### src/rtl/router_rx_pkg.sv
`default_nettype none
// ============================================================================
//  Module      : router_rx_pkg
//  Description : Shared types and constants for the router local-port
//                receiver: parser state encoding, statistics counter width
//                and the FIFO pointer-width helper.
//  Revision    : 1.0 - initial release
// ============================================================================
package router_rx_pkg;

  // Packet parser states: header flit, size flit, payload flits
  typedef enum logic [1:0] {
    S_HDR  = 2'd0,
    S_SIZE = 2'd1,
    S_PAY  = 2'd2
  } rx_state_t;

  localparam int RX_CNT_WIDTH = 32;

  // Pointer width for a power-of-two FIFO of the given depth
  function automatic int fifo_ptr_width(input int depth);
    return $clog2(depth);
  endfunction

endpackage
`default_nettype wire

### src/rtl/router_rx_port_if.sv
`default_nettype none
// ============================================================================
//  Module      : router_rx_port_if
//  Description : Link-side flit handshake (rx/data/credit) and payload
//                output stream (valid/ready/data/sop/eop) of the receiver.
//                slave  = the receiver port itself
//                master = the environment (transmitter + downstream sink)
//  Revision    : 1.0 - initial release
// ============================================================================
interface router_rx_port_if #(
  parameter int FLIT_WIDTH = 16
);
  logic                  rx;
  logic [FLIT_WIDTH-1:0] data_i;
  logic                  credit_o;
  logic                  out_valid;
  logic                  out_ready;
  logic [FLIT_WIDTH-1:0] out_data;
  logic                  out_sop;
  logic                  out_eop;

  modport slave (
    input  rx, data_i, out_ready,
    output credit_o, out_valid, out_data, out_sop, out_eop
  );

  modport master (
    output rx, data_i, out_ready,
    input  credit_o, out_valid, out_data, out_sop, out_eop
  );
endinterface
`default_nettype wire

### src/rtl/router_rx_port_flit_fifo.sv
`default_nettype none
// ============================================================================
//  Module      : flit_fifo
//  Description : First-word-fall-through flit buffer. dout always shows the
//                oldest entry; pop on empty and push on full are ignored.
//                DEPTH must be a power of two so pointers wrap naturally.
//  Revision    : 1.0 - initial release
// ============================================================================
module flit_fifo
  import router_rx_pkg::*;
#(
  parameter int WIDTH = 16,
  parameter int DEPTH = 4
) (
  input  logic                             clk,
  input  logic                             rst,
  input  logic                             push,
  input  logic                             pop,
  input  logic [WIDTH-1:0]                 din,
  output logic [WIDTH-1:0]                 dout,
  output logic [fifo_ptr_width(DEPTH):0]   count,
  output logic                             full,
  output logic                             empty
);

  localparam int PTR_W = fifo_ptr_width(DEPTH);
  localparam int CNT_W = PTR_W + 1;
  localparam logic [CNT_W-1:0] DEPTH_CNT = CNT_W'(DEPTH);

  logic [WIDTH-1:0] mem_q [DEPTH];
  logic [WIDTH-1:0] mem_d [DEPTH];
  logic [PTR_W-1:0] wr_ptr_q, wr_ptr_d;
  logic [PTR_W-1:0] rd_ptr_q, rd_ptr_d;
  logic [CNT_W-1:0] count_q, count_d;
  logic             push_ok;
  logic             pop_ok;

  assign full    = (count_q == DEPTH_CNT);
  assign empty   = (count_q == '0);
  assign count   = count_q;
  assign dout    = mem_q[rd_ptr_q];
  assign push_ok = push && !full;
  assign pop_ok  = pop && !empty;

  // Next-state for storage, pointers and occupancy
  always_comb begin
    mem_d    = mem_q;
    wr_ptr_d = wr_ptr_q;
    rd_ptr_d = rd_ptr_q;
    count_d  = count_q;
    if (push_ok) begin
      mem_d[wr_ptr_q] = din;
      wr_ptr_d        = wr_ptr_q + PTR_W'(1);
    end
    if (pop_ok) begin
      rd_ptr_d = rd_ptr_q + PTR_W'(1);
    end
    case ({push_ok, pop_ok})
      2'b10:   count_d = count_q + CNT_W'(1);
      2'b01:   count_d = count_q - CNT_W'(1);
      default: count_d = count_q;
    endcase
  end

  // Pointer and occupancy registers
  always_ff @(posedge clk) begin
    if (rst) begin
      wr_ptr_q <= '0;
      rd_ptr_q <= '0;
      count_q  <= '0;
    end else begin
      wr_ptr_q <= wr_ptr_d;
      rd_ptr_q <= rd_ptr_d;
      count_q  <= count_d;
    end
  end

  // Storage array; contents are don't-care while unoccupied, so no reset
  always_ff @(posedge clk) begin
    mem_q <= mem_d;
  end

endmodule
`default_nettype wire

### src/rtl/router_rx_port.sv
`default_nettype none
// ============================================================================
//  Module      : router_rx_port
//  Description : Router local-port receiver. Accepts flits under credit flow
//                control into a FWFT buffer, parses header / size / payload
//                and presents the payload as a valid/ready stream with
//                sop/eop delimiters.
//                Optional: ROUTER_RX_PORT_STATS_EN adds packet, flit and
//                stall counters (pkt_cnt_o, flit_cnt_o, stall_cnt_o).
//  Revision    : 1.0 - initial release
// ============================================================================
module router_rx_port
  import router_rx_pkg::*;
#(
  parameter int FLIT_WIDTH = 16,
  parameter int FIFO_DEPTH = 4
) (
  input  logic                    clock,
  input  logic                    reset,
  router_rx_port_if.slave         link,
  output logic [FLIT_WIDTH-1:0]   hdr_o,
  output logic [FLIT_WIDTH-1:0]   size_o,
  output logic                    pkt_done_o,
  output logic                    ovf_o
`ifdef ROUTER_RX_PORT_STATS_EN
  ,
  output logic [RX_CNT_WIDTH-1:0] pkt_cnt_o,
  output logic [RX_CNT_WIDTH-1:0] flit_cnt_o,
  output logic [RX_CNT_WIDTH-1:0] stall_cnt_o
`endif
);

  localparam int PTR_W = fifo_ptr_width(FIFO_DEPTH);
  localparam logic [PTR_W:0] DEPTH_CNT = (PTR_W + 1)'(FIFO_DEPTH);

  logic [FLIT_WIDTH-1:0] fifo_head;
  logic [PTR_W:0]        fifo_count;
  logic                  fifo_full;
  logic                  fifo_empty;
  logic                  fifo_push;
  logic                  fifo_pop;
  logic                  credit;

  rx_state_t             state_q, state_d;
  logic [FLIT_WIDTH-1:0] hdr_q, hdr_d;
  logic [FLIT_WIDTH-1:0] size_q, size_d;
  logic [FLIT_WIDTH-1:0] remaining_q, remaining_d;
  logic                  first_q, first_d;
  logic                  pkt_done_q, pkt_done_d;
  logic                  ovf_q, ovf_d;
  logic                  out_valid;
  logic                  out_sop;
  logic                  out_eop;

  // Credit comes straight from the registered occupancy, so it is glitch-free
  assign credit    = (fifo_count != DEPTH_CNT);
  assign fifo_push = link.rx && credit;

  flit_fifo #(
    .WIDTH (FLIT_WIDTH),
    .DEPTH (FIFO_DEPTH)
  ) u_fifo (
    .clk   (clock),
    .rst   (reset),
    .push  (fifo_push),
    .pop   (fifo_pop),
    .din   (link.data_i),
    .dout  (fifo_head),
    .count (fifo_count),
    .full  (fifo_full),
    .empty (fifo_empty)
  );

  // Parser next-state, head pops and output stream decode
  always_comb begin
    state_d     = state_q;
    hdr_d       = hdr_q;
    size_d      = size_q;
    remaining_d = remaining_q;
    first_d     = first_q;
    pkt_done_d  = 1'b0;
    fifo_pop    = 1'b0;
    out_valid   = 1'b0;
    out_sop     = 1'b0;
    out_eop     = 1'b0;
    // A flit offered without credit is lost; remember it until reset
    ovf_d       = ovf_q | (link.rx & fifo_full);

    case (state_q)
      S_HDR: begin
        if (!fifo_empty) begin
          fifo_pop = 1'b1;
          hdr_d    = fifo_head;
          state_d  = S_SIZE;
        end
      end
      S_SIZE: begin
        if (!fifo_empty) begin
          fifo_pop    = 1'b1;
          size_d      = fifo_head;
          remaining_d = fifo_head;
          if (fifo_head == '0) begin
            // Empty packet completes without ever touching the stream
            pkt_done_d = 1'b1;
            state_d    = S_HDR;
          end else begin
            first_d = 1'b1;
            state_d = S_PAY;
          end
        end
      end
      S_PAY: begin
        out_valid = !fifo_empty;
        out_sop   = out_valid && first_q;
        out_eop   = out_valid && (remaining_q == FLIT_WIDTH'(1));
        if (out_valid && link.out_ready) begin
          fifo_pop = 1'b1;
          first_d  = 1'b0;
          if (remaining_q != '0) begin
            remaining_d = remaining_q - FLIT_WIDTH'(1);
          end
          if (remaining_q == FLIT_WIDTH'(1)) begin
            pkt_done_d = 1'b1;
            state_d    = S_HDR;
          end
        end
      end
      default: begin
        state_d = S_HDR;
      end
    endcase
  end

  // Parser state and packet-level registers
  always_ff @(posedge clock) begin
    if (reset) begin
      state_q     <= S_HDR;
      hdr_q       <= '0;
      size_q      <= '0;
      remaining_q <= '0;
      first_q     <= 1'b0;
      pkt_done_q  <= 1'b0;
      ovf_q       <= 1'b0;
    end else begin
      state_q     <= state_d;
      hdr_q       <= hdr_d;
      size_q      <= size_d;
      remaining_q <= remaining_d;
      first_q     <= first_d;
      pkt_done_q  <= pkt_done_d;
      ovf_q       <= ovf_d;
    end
  end

  assign link.credit_o  = credit;
  assign link.out_valid = out_valid;
  assign link.out_data  = fifo_head;
  assign link.out_sop   = out_sop;
  assign link.out_eop   = out_eop;
  assign hdr_o          = hdr_q;
  assign size_o         = size_q;
  assign pkt_done_o     = pkt_done_q;
  assign ovf_o          = ovf_q;

`ifdef ROUTER_RX_PORT_STATS_EN
  logic [RX_CNT_WIDTH-1:0] pkt_cnt_q, pkt_cnt_d;
  logic [RX_CNT_WIDTH-1:0] flit_cnt_q, flit_cnt_d;
  logic [RX_CNT_WIDTH-1:0] stall_cnt_q, stall_cnt_d;

  // Free-running event counters, wrapping modulo 2^32
  always_comb begin
    pkt_cnt_d   = pkt_cnt_q;
    flit_cnt_d  = flit_cnt_q;
    stall_cnt_d = stall_cnt_q;
    if (pkt_done_d) pkt_cnt_d = pkt_cnt_q + RX_CNT_WIDTH'(1);
    if (fifo_push) flit_cnt_d = flit_cnt_q + RX_CNT_WIDTH'(1);
    if (out_valid && !link.out_ready) stall_cnt_d = stall_cnt_q + RX_CNT_WIDTH'(1);
  end

  // Statistics counter registers
  always_ff @(posedge clock) begin
    if (reset) begin
      pkt_cnt_q   <= '0;
      flit_cnt_q  <= '0;
      stall_cnt_q <= '0;
    end else begin
      pkt_cnt_q   <= pkt_cnt_d;
      flit_cnt_q  <= flit_cnt_d;
      stall_cnt_q <= stall_cnt_d;
    end
  end

  assign pkt_cnt_o   = pkt_cnt_q;
  assign flit_cnt_o  = flit_cnt_q;
  assign stall_cnt_o = stall_cnt_q;
`endif

endmodule
`default_nettype wire

### src/flat_wrapper.sv
// flat-port wrapper written by rule: the top's interface ports become plain ports
module router_rx_port_flat import router_rx_pkg::*;
#(
  parameter int FLIT_WIDTH = 16,
  parameter int FIFO_DEPTH = 4
)
  (clock, reset, hdr_o, size_o, pkt_done_o, ovf_o, link_rx, link_data_i, link_out_ready, link_credit_o, link_out_valid, link_out_data, link_out_sop, link_out_eop);
  router_rx_port_if #(.FLIT_WIDTH(FLIT_WIDTH)) link_i ();
  input  logic clock;
  input  logic reset;
  output logic [FLIT_WIDTH-1:0] hdr_o;
  output logic [FLIT_WIDTH-1:0] size_o;
  output logic pkt_done_o;
  output logic ovf_o;
  input wire logic [$bits(link_i.rx)-1:0] link_rx;
  input wire logic [$bits(link_i.data_i)-1:0] link_data_i;
  input wire logic [$bits(link_i.out_ready)-1:0] link_out_ready;
  output wire logic [$bits(link_i.credit_o)-1:0] link_credit_o;
  output wire logic [$bits(link_i.out_valid)-1:0] link_out_valid;
  output wire logic [$bits(link_i.out_data)-1:0] link_out_data;
  output wire logic [$bits(link_i.out_sop)-1:0] link_out_sop;
  output wire logic [$bits(link_i.out_eop)-1:0] link_out_eop;
  assign link_i.rx = link_rx;
  assign link_i.data_i = link_data_i;
  assign link_i.out_ready = link_out_ready;
  assign link_credit_o = link_i.credit_o;
  assign link_out_valid = link_i.out_valid;
  assign link_out_data = link_i.out_data;
  assign link_out_sop = link_i.out_sop;
  assign link_out_eop = link_i.out_eop;
  router_rx_port #(.FLIT_WIDTH(FLIT_WIDTH), .FIFO_DEPTH(FIFO_DEPTH)) u_core (.clock(clock), .reset(reset), .link(link_i), .hdr_o(hdr_o), .size_o(size_o), .pkt_done_o(pkt_done_o), .ovf_o(ovf_o));
endmodule
### config.mk
export PLATFORM = sky130hd
export DESIGN_NAME = router_rx_port_flat
export DESIGN_NICKNAME = d
export VERILOG_FILES = /design/src/rtl/router_rx_pkg.sv /design/src/rtl/router_rx_port_if.sv /design/src/rtl/router_rx_port_flit_fifo.sv /design/src/rtl/router_rx_port.sv /design/src/flat_wrapper.sv
export SDC_FILE = /design/constraint.sdc
export NUM_CORES = 1
export LEC_CHECK = 0
export ABC_AREA = 1
export CORE_MARGIN = 2
export CORE_UTILIZATION = 30
export DETAILED_ROUTE_END_ITERATION = 10
export PLACE_DENSITY = 0.46
export RECOVER_POWER = 50
export SYNTH_ARGS = -nofsm -noshare
export SYNTH_HDL_FRONTEND = slang
export SYNTH_HIERARCHICAL = 1
export SYNTH_SLANG_ARGS = --single-unit
### constraint.sdc
create_clock -name clock -period 3.7 [get_ports clock]
set_input_delay 0.74 -clock clock [delete_from_list [all_inputs] [get_ports clock]]
set_output_delay 0.74 -clock clock [all_outputs]
set_load 0.01 [all_outputs]
# ---- Word-level counts from Yosys, hierarchy flattened
# Cells that the tools add are included.
# Widths: inputs -> output; s select.
dict set report word_totals {
  rom_bits 0
  wordCells 93
  mem_bits_rw 0
  memories 0
  latch_bits 0
  output_inout_bits 54
  inputBits 20
  reg_bits 124
}
dict set report classes {
  eq_ne 13
  div_mod_pow 0
  addsub 5
  muxes 32
  n_shift 0
  bitwise 5
  n_mul 0
  order_cmp 3
  n_reduce_logical 21
}
# operator count
set ops {}
lappend ops {{$mux 16} 6}
lappend ops {{$bwmux 64} 1}
lappend ops {{$bmux 16 s2} 1}
lappend ops {{$demux 16 s2} 1}
lappend ops {{$pmux 16 s2} 1}
lappend ops {{$eq 16x1->1 const B} 1}
lappend ops {{$logic_not 16->1} 1}
lappend ops {{$reduce_bool 16->1} 1}
lappend ops {{$sub 16x1->16 const B} 1}
lappend ops {{$mux 1} 12}
lappend ops {{$reduce_and 4->1} 3}
lappend ops {{$mux 2} 5}
lappend ops {{$logic_and 1x1->1} 7}
lappend ops {{$ge 3x3->1 const B} 2}
lappend ops {{$ne 2x1->1 const B} 3}
lappend ops {{$ne 2x2->1 const B} 3}
lappend ops {{$not 2->3} 2}
lappend ops {{$pmux 1 s2} 3}
lappend ops {{$pmux 2 s3} 1}
lappend ops {{$pmux 3 s2} 1}
lappend ops {{$add 2x1->2 const B} 2}
lappend ops {{$eq 2x1->1 const B} 2}
lappend ops {{$eq 2x2->1 const B} 2}
lappend ops {{$reduce_and 2->1} 2}
lappend ops {{other kinds (13)} 15}

# ---- Logic depth before layout (Yosys ltp)
dict set report logic_depth {
  depth_word 8
  depth_mapped 18
  mapped_depth_nobuf 17
}

# ---- By module
# The synthesis kept the hierarchy.
# mod area_each_um2 instances cells_per_inst
set modules_own_cells {}
lappend modules_own_cells {flit_fifo 2864.0 1 221}
lappend modules_own_cells {router_rx_port 2663.8 1 393}

# ---- Worst setup path before layout
# Ideal clock, no wire load.
dict set report synth_path {
  kind {input to register}
  startpoint {input port link_rx}
  endpoint {register u_core/u_fifo/mem_q[0] (netlist bit) (enable)}
  arrival_ns 1.975
  t_required_ns 3.311
  path_buffers 0
  stages 3
  setup_slack_ns 1.337
  path_cell_list {a21boi_0 -> nand2_4 -> nor2_1}
}
dict set report synth_via {
  elab_chain_cells 2
}
# item line_no
set synth_rtl {}
lappend synth_rtl {{start, declared} flat_wrapper.sv:15} ;# input wire logic [$bits(link_i.rx)-1:0] link_rx;
lappend synth_rtl {{$logic_and 1x1->1} router_rx_port.sv:57} ;# assign fifo_push = link.rx && credit;
lappend synth_rtl {{$logic_and 1x1->1} router_rx_port_flit_fifo.sv:42} ;# assign push_ok = push && !full;
lappend synth_rtl {{end signal, assigned} router_rx_port_flit_fifo.sv:80} ;# mem_q <= mem_d;
lappend synth_rtl {{end, declared} router_rx_port_flit_fifo.sv:30} ;# logic [WIDTH-1:0] mem_q [DEPTH];
# Every way passes these cells.
# A chain may end at the register's enable or synchronous reset.

# ---- Worst setup path after layout
dict set report layout_path {
  startpoint {register u_core.u_fifo.rd_ptr_q[1]}
  endpoint {output port link_out_data[12]}
}
dict set report layout_via {
  elab_chain_cells 4
}
# item line_no
set layout_rtl {}
lappend layout_rtl {{start, declared} router_rx_port_flit_fifo.sv:33} ;# logic [PTR_W-1:0] rd_ptr_q, rd_ptr_d;
lappend layout_rtl {{start signal, assigned} router_rx_port_flit_fifo.sv:73} ;# rd_ptr_q <= rd_ptr_d;
lappend layout_rtl {{$not 2->3 (implied by the code)} router_rx_port_flit_fifo.sv:41} ;# assign dout = mem_q[rd_ptr_q];
lappend layout_rtl {{$bmux 16 s2} router_rx_port_flit_fifo.sv:41}
lappend layout_rtl {{$mux 16 (implied by the code) (2 in a row)} router_rx_port_flit_fifo.sv:41}
lappend layout_rtl {{end, declared} flat_wrapper.sv:20} ;# output wire logic [$bits(link_i.out_data)-1:0] link_out_data;
# Every way passes these cells. The select of a mux whose other input is x is not followed.

==> metrics.cfg <==
[timing]
rsz_0062_raised_after_global_routing=false
fmaxAchievable_mhz=292.9
setup-tns-final_ns=0
period_share_pct=92.27
worst_clock_skew_ns=0.007858
min_period_ns=3.414
relSlewSlack_pct=-8.475
slew_viol_final=44
worstMarginPinSlew_ns=1.627
setup_viol=0
final_hold_viol_count=0

[cells_and_area]
nFillCells=1830
n_antenna_cell=0
final_net_count=729
final_util_pct=39.02
final_layout_size_suffix_gt1_share_pct=10.01
areaGrowthSynthToFinish_pct=27.23
post-route-cell-area_um2=7033

[cts]
numCtsBuffers=17
cts_hold_buffers=0
cts_buffer_depth=2
clkSlewWorstSetupHoldPaths_ns=0.06
postCtsSetupRepairBufs=0
cts_tree=yes
cts_resized=0
ctsHtreeMaxLevel=4
clk_latency_ns=0.42
cts_root_buf=sky130_fd_sc_hd__clkbuf_16
cts.sink_count=124

[placement]
gp_routability_congestion=0.8656
io_buffer_count=73
place_area_um2=6471
hpwlAfterDp_mm=10.37

[logic_synthesis]
synth-main-ff-cell=sky130_fd_sc_hd__edfxtp_1
most_instantiated_library_cell_after_synthesis=sky130_fd_sc_hd__nor2_1
synthesis.nets=647
synth_commonest_cells=sky130_fd_sc_hd__nor2_1 (129), sky130_fd_sc_hd__nand2_1 (80), sky130_fd_sc_hd__o21ai_0 (69)
synth_edf_count=64
yosys_warnings=6
ys_types=34
synth_top_cells_by_area=sky130_fd_sc_hd__edfxtp_1 (35%), sky130_fd_sc_hd__dfxtp_1 (22%), sky130_fd_sc_hd__nor2_1 (8.8%), sky130_fd_sc_hd__o21ai_0 (6.2%), sky130_fd_sc_hd__nand2_1 (5.4%)
synthArstFlopShare_pct=0
synth_top_cell_by_area=sky130_fd_sc_hd__edfxtp_1
netlist_instances=614
synth_seq_cells=124
syn_area_um2=5528
synth_sequential_area_ratio_pct=56.50
postSynthAreaPerCell_um2=9.003
synth_largest_type_area_fraction_pct=34.77

[power_and_ir_drop]
cellPowerDensity_nw_per_um2=952.0
power.ir.vdd_worst_mv=0.4370
total_leakage_power_nw=2.788

[setup_path]
endpoint_required_time_on_the_critical_path_ns=2.96
worst_setup_path_startpoint=u_core/u_fifo/rd_ptr_q[1]
timing.critical_path.arrival_ns=2.67
r2r-start=u_core/u_fifo/count[2]
crit_path_start_kind=register
worst-setup-path-type=register to output port
critical_path_peak_fanout=19
crit_path_end_kind=output port

[run_status]
failed_checks=capacitance limit, slew limit
status=finished, violations left

[die]
die_x_um=139.7
rows=49
fp.coreArea_um2=18020
die-area_um2=19530
start_util_pct=30.67
io-pin-count=74
chipHeight_um=139.7

[route]
met3WireLength_um=535
wirelength_mm=15.16
vias=4479
route.detailed.vias_per_inst=4.775
wirelength_met1_mm=7.206
postRouteAntennaNets=0
top_signal_layer_used=met4
drt_first_iter_violations=321
drt_pass1_iterations=4
route.met2.wl_mm=7.212
routed_wire_length_per_instance_um=16.17
drc_errors=0

[min_path]
hold_sp=u_core/ovf_o
timing.hold.worst.class=register to register

[grt]
grt_max_degree=44
grt_first_pass_wirelength_mm=23.92
grt.overflow.total=0
antenna_violations_before_repair=0
first_global_vias=4430
grt_use_total_pct=16.00

[flow_run]
max-cap-violations=1

-- stage by stage --
stage / setup WS, ns / total power (W) / cells / hold slack [ns]
after floorplan: 1.337 / 0.003964 / 614 / 0.4390
after global placement: 0.7819 / 0.005166 / 906 / 0.4544
after detailed placement: 0.7107 / 0.005185 / 906 / 0.4590
after CTS: 0.2626 / 0.006834 / 938 / 0.4664
after global routing: 0.08713 / 0.007198 / 938 / 0.4841
final: 0.2860 / 0.006696 / 938 / 0.4635
-- area by class of cell --
class,instances,area (µm²),share of cell area [%]
Clock inverter,14,143.9,2.046
Sequential cell,124,3123,44.40
Timing Repair Buffer,89,839.6,11.94
Multi-Input combinational cell,415,2019,28.71
Tap cell,229,286.5,4.074
Inverter,49,191.4,2.722
Clock buffer,18,429.2,6.102
-- state kept, by name, indices dropped and copies added (netlist names) --
signal	cells
u_core/size_o	16
u_core/hdr_o	16
u_core/u_fifo/wr_ptr_q	2
u_core/state_q	2
u_core/first_q	1
u_core/u_fifo/rd_ptr_q	2
u_core/remaining_q	16
u_core/ovf_o	1
u_core/u_fifo/mem_q	64
u_core/u_fifo/count	3
u_core/pkt_done_o	1
-- placed cells by master (no fill, tap or decap), types with 4 or more instances in the layout --
cell type,count
sky130_fd_sc_hd__a21oi_1,32
sky130_fd_sc_hd__a21oi_2,4
sky130_fd_sc_hd__buf_4,13
sky130_fd_sc_hd__clkbuf_1,4
sky130_fd_sc_hd__clkbuf_16,17
sky130_fd_sc_hd__clkdlybuf4s50_1,22
sky130_fd_sc_hd__clkinvlp_4,4
sky130_fd_sc_hd__dfxtp_1,60
sky130_fd_sc_hd__dlygate4sd3_1,51
sky130_fd_sc_hd__edfxtp_1,64
sky130_fd_sc_hd__ha_1,12
sky130_fd_sc_hd__inv_1,44
sky130_fd_sc_hd__inv_6,4
sky130_fd_sc_hd__nand2_1,80
sky130_fd_sc_hd__nand3_1,23
sky130_fd_sc_hd__nor2_1,129
sky130_fd_sc_hd__nor2_2,10
sky130_fd_sc_hd__o21ai_0,70
sky130_fd_sc_hd__o21ai_1,16
sky130_fd_sc_hd__o22ai_1,17
-- critical path: stages (launching register included) --
cell	delay, ns
sky130_fd_sc_hd__dfxtp_1	0.83
sky130_fd_sc_hd__o21ai_0	0.19
sky130_fd_sc_hd__o22ai_1	0.57
sky130_fd_sc_hd__clkdlybuf4s50_1	0.66
-- logic make-up (layout without fill, tap and decap cells) --
kind of cell | Yosys count | after routing | synth area share (%)
and+or+nand+nor | 259 | 259 | 19.65
AOI/OAI and AO/OA | 143 | 143 | 13.81
buffers and inverters | 75 | 170 | 6.971
DFF | 124 | 124 | 56.50
adders and majority gates | 13 | 13 | 3.078
-- routing by layer --
metal  GRT usage, %  vias up
met4          5.842        0
li1               -     2232
met2          26.14      113
met5              0        -
met3          3.028       17
met1          21.19     2117
-- report_power, final --
part           internal (W)  total [W]  leakage, nW  switching (W)
sequential          0.00181    0.00200         1.08       0.000198
combinational       0.00112    0.00307         1.44        0.00196
clock              0.000990    0.00162        0.271       0.000629
-- worst paths after layout --
path	end	slack (ns)	cells after the start
setup / recovery	link_out_data[12]	0.29	3
hold / removal	u_core/ovf_o	0.46	2
setup reg to reg	u_core/u_fifo/count[2]	0.82	18
hold reg to reg	u_core/ovf_o	0.46	2
(Power assumes the default switching activity.)
